--- config.mk ---
export PLATFORM = sky130hd
export DESIGN_NAME = proc_instr_sequencer
export DESIGN_NICKNAME = d
export VERILOG_FILES = /design/src/rtl/proc_instr_sequencer_pkg.sv /design/src/rtl/proc_instr_sequencer_seq_prog_mem.sv /design/src/rtl/proc_instr_sequencer.sv
export SDC_FILE = /design/constraint.sdc
export NUM_CORES = 1
export LEC_CHECK = 0
export CORE_UTILIZATION = 55
export DETAILED_ROUTE_END_ITERATION = 8
export PLACE_DENSITY = 0.85
export SYNTH_ARGS = -nofsm -noshare
export SYNTH_HDL_FRONTEND = slang
export SYNTH_SLANG_ARGS = --single-unit
--- constraint.sdc ---
create_clock -name clock -period 4.01 [get_ports clock]
set_input_delay 0.401 -clock clock [delete_from_list [all_inputs] [get_ports clock]]
set_output_delay 0.401 -clock clock [all_outputs]
set_load 0.005 [all_outputs]
--- src/rtl/proc_instr_sequencer_pkg.sv ---
// proc_instr_sequencer_pkg: instruction-word field layout and sequencer state encoding
package proc_instr_sequencer_pkg;
  localparam int WORD_W = 18;
  localparam int CAP_BIT = 17;
  localparam int FUNC_HI = 16;
  localparam int FUNC_LO = 8;
  localparam int DATA_HI = 7;
  localparam int OP_HI = 16;
  localparam int OP_LO = 14;
  localparam int RX_HI = 13;
  localparam int RX_LO = 11;
  localparam int RY_HI = 10;
  localparam int RY_LO = 8;
  typedef logic [WORD_W-1:0] word_t;
  typedef enum logic [1:0] {IDLE, RUN, DRAIN, DONE} seq_state_t;
  function automatic logic [2:0] opcode(input word_t w);
    return w[OP_HI:OP_LO];
  endfunction
endpackage

--- src/rtl/proc_instr_sequencer_seq_prog_mem.sv ---
// seq_prog_mem: program store with synchronous write and combinational read, no reset
module seq_prog_mem
  import proc_instr_sequencer_pkg::*;
#(
  parameter int AW = 4
) (
  input  logic          clock,
  input  logic          we,
  input  logic [AW-1:0] waddr,
  input  word_t         wdata,
  input  logic [AW-1:0] raddr,
  output word_t         rdata
);
  word_t mem [2**AW];
  always_ff @(posedge clock)
    if (we) mem[waddr] <= wdata;
  assign rdata = mem[raddr];
endmodule

--- src/rtl/proc_instr_sequencer.sv ---
// proc_instr_sequencer: issues a loaded program onto the processor func/dataIn bus and captures dataOut
module proc_instr_sequencer
  import proc_instr_sequencer_pkg::*;
#(
  parameter int         AW          = 4,
  parameter int         CAPTURE_LAT = 1,
  parameter logic [8:0] IDLE_FUNC   = 9'h000
) (
  input  logic          clock,
  input  logic          reset,
  input  logic          load_en,
  input  logic [AW-1:0] load_addr,
  input  word_t         load_word,
  input  logic          start,
  input  logic [AW:0]   length,
  input  logic [7:0]    proc_data_out,
  output logic [8:0]    func,
  output logic [7:0]    proc_data_in,
  output logic          busy,
  output logic          done,
  output logic [7:0]    result,
  output logic          result_valid
);
  localparam int DEPTH = 2**AW;
  localparam logic [AW:0] DEPTH_W = (AW+1)'(DEPTH);
  localparam logic [2:0] DRAIN_LAST = 3'(CAPTURE_LAT-1);
  seq_state_t state;
  logic [AW:0] pc, len, len_c;
  logic [2:0] dcnt;
  logic [CAPTURE_LAT-1:0] pipe;
  logic [CAPTURE_LAT:0] pipe_ext;
  logic issue_cap;
  word_t rd_word;
  seq_prog_mem #(.AW(AW)) u_mem (
    .clock(clock),
    .we(load_en && state == IDLE),
    .waddr(load_addr),
    .wdata(load_word),
    .raddr(pc[AW-1:0]),
    .rdata(rd_word)
  );
  assign len_c = length > DEPTH_W ? DEPTH_W : length;
  assign issue_cap = state == RUN && rd_word[CAP_BIT];
  // widened by one bit so the shift is legal even for a single-stage pipeline
  assign pipe_ext = {pipe, issue_cap};
  always_ff @(posedge clock) begin
    if (reset) begin
      state <= IDLE;
      pc <= '0;
      len <= '0;
      dcnt <= '0;
      pipe <= '0;
      func <= IDLE_FUNC;
      proc_data_in <= '0;
      busy <= 1'b0;
      done <= 1'b0;
      result <= '0;
      result_valid <= 1'b0;
    end else begin
      pipe <= pipe_ext[CAPTURE_LAT-1:0];
      result_valid <= pipe[CAPTURE_LAT-1];
      if (pipe[CAPTURE_LAT-1]) result <= proc_data_out;
      func <= state == RUN ? rd_word[FUNC_HI:FUNC_LO] : IDLE_FUNC;
      proc_data_in <= state == RUN ? rd_word[DATA_HI:0] : '0;
      busy <= 1'b0;
      done <= 1'b0;
      case (state)
        IDLE: if (start) begin
          pc <= '0;
          len <= len_c;
          state <= len_c == '0 ? DONE : RUN;
          busy <= len_c != '0;
          done <= len_c == '0;
        end
        RUN: begin
          pc <= pc + 1'b1;
          busy <= 1'b1;
          dcnt <= '0;
          if (pc + 1'b1 == len) state <= DRAIN;
        end
        DRAIN: begin
          busy <= dcnt != DRAIN_LAST;
          done <= dcnt == DRAIN_LAST;
          if (dcnt == DRAIN_LAST) state <= DONE;
          else dcnt <= dcnt + 1'b1;
        end
        DONE: state <= IDLE;
      endcase
    end
  end
endmodule

==> results.cfg <==
[clock_tree]
cts_tree = built
cts_buffers = 31
root_buffer = clkbuf_16
hold_buffers = 0
clk_pin_slew_worst_paths_ns = 0.07
post_cts_buffers = 0
cts_resized = 0
cts.sinks = 336
worstSkewPairLatency_ns = 0.57
ctsHtreeMaxLevel = 1
clockBufferDepth = 3

[detailed_routing]
drt_wl_total_um = 27900
dr_wl_met3_um = 1750
wl_met1_um = 10400
wire_per_inst_um = 27.5
route.detailed.drc = 0
route.vias.total = 6464
wl_met2_um = 14600
highest_layer = met4
drtAntennaViolNets = 0
via_per_inst = 6.36
drt_iter0_drc = 658
drt_pass1_iterations = 5

[run]
cap_violations = 0

[sta]
slew_viol_final = 0
period_share_pct = 72.1
maxSlewHeadroom_pct = 19.2
tightest_slew_ns = 1.21
final.min_clock_period_ns = 2.89
tns_ns = 0
fin_skew_ns = 0.0281
fin_hold_ws_ns = 0.475
setup_viol = 0
clock.fmax_mhz = 346
hold_violations = 0
rsz0062_at_grt = false

[die]
start_util_pct = 56.3
die_area_um2 = 23800
rows = 55
die_h_um = 154
coreArea_um2 = 22600
die_w_um = 154
pin_count = 67

[power_and_ir_drop]
power_density_nw_per_um2 = 548
ir_worst_vdd_v = 0.000417
p_leak_nw = 4.68

[setup_path]
end_kind = flip-flop
crit_type = flip-flop to flip-flop
slowest_delay_ns = 0.92
path_cells = inv_1 > ha_1 > nand2_1 > or3_1 > nor2_2
reg2reg_depth = 5
cp-start-kind = flip-flop
cp_data_required_time_ns = 4.17
crit_arrival_ns = 3.05
slowest_stage = nor2_2
crit_fanout = 18

[logic_synthesis]
yosysSeqAreaShare_pct = 75.4
synth_edf_count = 288
synth_commonest_cells = edfxtp_1 (288), mux4_2 (90), dfxtp_1 (48)
synth_cells = 615
yosys.area_share.adder_pct = 0.688
synth_top_family_by_area = multiplexers
ys.flop_type = edfxtp_1
yosysMostFrequentCell = edfxtp_1
yosysTopAreaCell = edfxtp_1
yosys.area_share.simple_pct = 4.33
synthDistinctLibCells = 35
synth.area.mux_share_pct = 16.8
synth_fp_nets = 661
yosys_warnings = 0
syn_area_per_cell_um2 = 20.7
synth_area_leaders = edfxtp_1 (68%), mux4_2 (16%), dfxtp_1 (7.5%), nor2_1 (1.2%), nor2b_1 (0.98%)
synth-compound-area-share_pct = 1.12
synth-seq-cells = 336
synthesis.area_um2 = 12700
yosysTopAreaCellShare_pct = 67.9
async_reset_ff_share_pct = 0
synthXorXnorAreaFrac_pct = 0.413

[status]
status = completed

[global_route]
grt_pass1_wl_um = 42400
grt_max_degree = 73
grt.total_usage_pct = 24.8
grt_pass1_vias = 6876
antenna_found_initial = 0
gr-total-overflow = 0

[finish]
multi_input_area_um2 = 3020
seqCellArea_um2 = 9610
n_antenna_cell = 0
design_area_um2 = 15000
drive_gt1_share_pct = 24.6
finalNetCount = 752
fillers = 1337
area_delta_synth_final_pct = 17.4

[placement]
dpl.hpwl_um = 15200
io_buffer_count = 66
gp_congestion = 0.765
dpl_cell_area_um2 = 13800

[hold_path]
hp-class = primary input to flip-flop
hold_depth = 3
-- metal layers --
metal  GRT usage (%)  vias to the layer above
met4            10.9                        0
met1            30.7                     3357
met5               0                        -
li1                -                     2684
met3            4.01                       81
met2            43.4                      342
-- cell type report --
type	instances	share of cell area, %
clock buffer	39	5.66
clock inverter	19	1.93
inverter	4	0.100
multi-input combinational	247	20.2
sequential	336	64.3
tap	285	2.38
timing repair buffer	86	5.42
-- flip-flops by register name, summed over array words and instances, names as in the netlist, named ones only --
signal        count
busy              1
dcnt              3
done              1
func              9
len               5
pc                5
pipe              1
proc_data_in      8
result            8
result_valid      1
state             2
u_mem.mem       288
-- cell usage in the layout (no fill, tap or decap), types with 7 or more instances in the layout --
cell and instances:
mux4_2 90, mux2i_1 10, nor2_1 30, clkbuf_16 31
nor2b_1 20, clkdlybuf4s50_1 66, dfxtp_1 46, buf_4 20
nand2_1 13, edfxtp_1 288, a21oi_1 10, nor2_2 12
ha_1 7, bufinv_16 7
-- worst max-delay path, delay by kind of cell, from the launching register on --
| family | cells | cell delay, ns |
|---|---|---|
| DFF | 1 | 0.35 |
| adders and majority gates | 1 | 0.47 |
| buffers and inverters | 1 | 0.10 |
| and+or+nand+nor | 3 | 1.55 |
-- logic make-up after synthesis --
family / count (synthesis)
multiplexers: 101
flip-flops: 336
adder cells (fa/ha/maj): 7
XOR/XNOR: 6
buffers and inverters: 32
AND/OR/NAND/NOR: 110
AO/OA/AOI/OAI: 23
-- through the flow --
step	util (%)	instances	setup slack, ns	power (mW)
CTS	66.1	1016	1.13	8.23
floorplan	-	615	1.04	4.72
global route	66.1	1016	0.932	8.44
detailed placement	61.0	958	1.25	5.04
global placement	61.0	958	1.33	4.99
finish	66.1	1016	1.12	8.19
-- where the power goes --
group	total, mW	switching (mW)	internal [mW]
clock network	3.21	1.26	1.95
registers	4.04	0.114	3.92
logic	0.943	0.440	0.503
-- worst paths after layout --
path	start	endpoint	slack, ns
worst max register to register	state[0]	u_mem.mem[1][4]	1.12
worst max-delay path	state[0]	u_mem.mem[1][4]	1.12
worst min register to register	result[5]	result[5]	0.52
worst min-delay path	proc_data_out[1]	result[1]	0.47
Power figures use the tool's default switching activity.
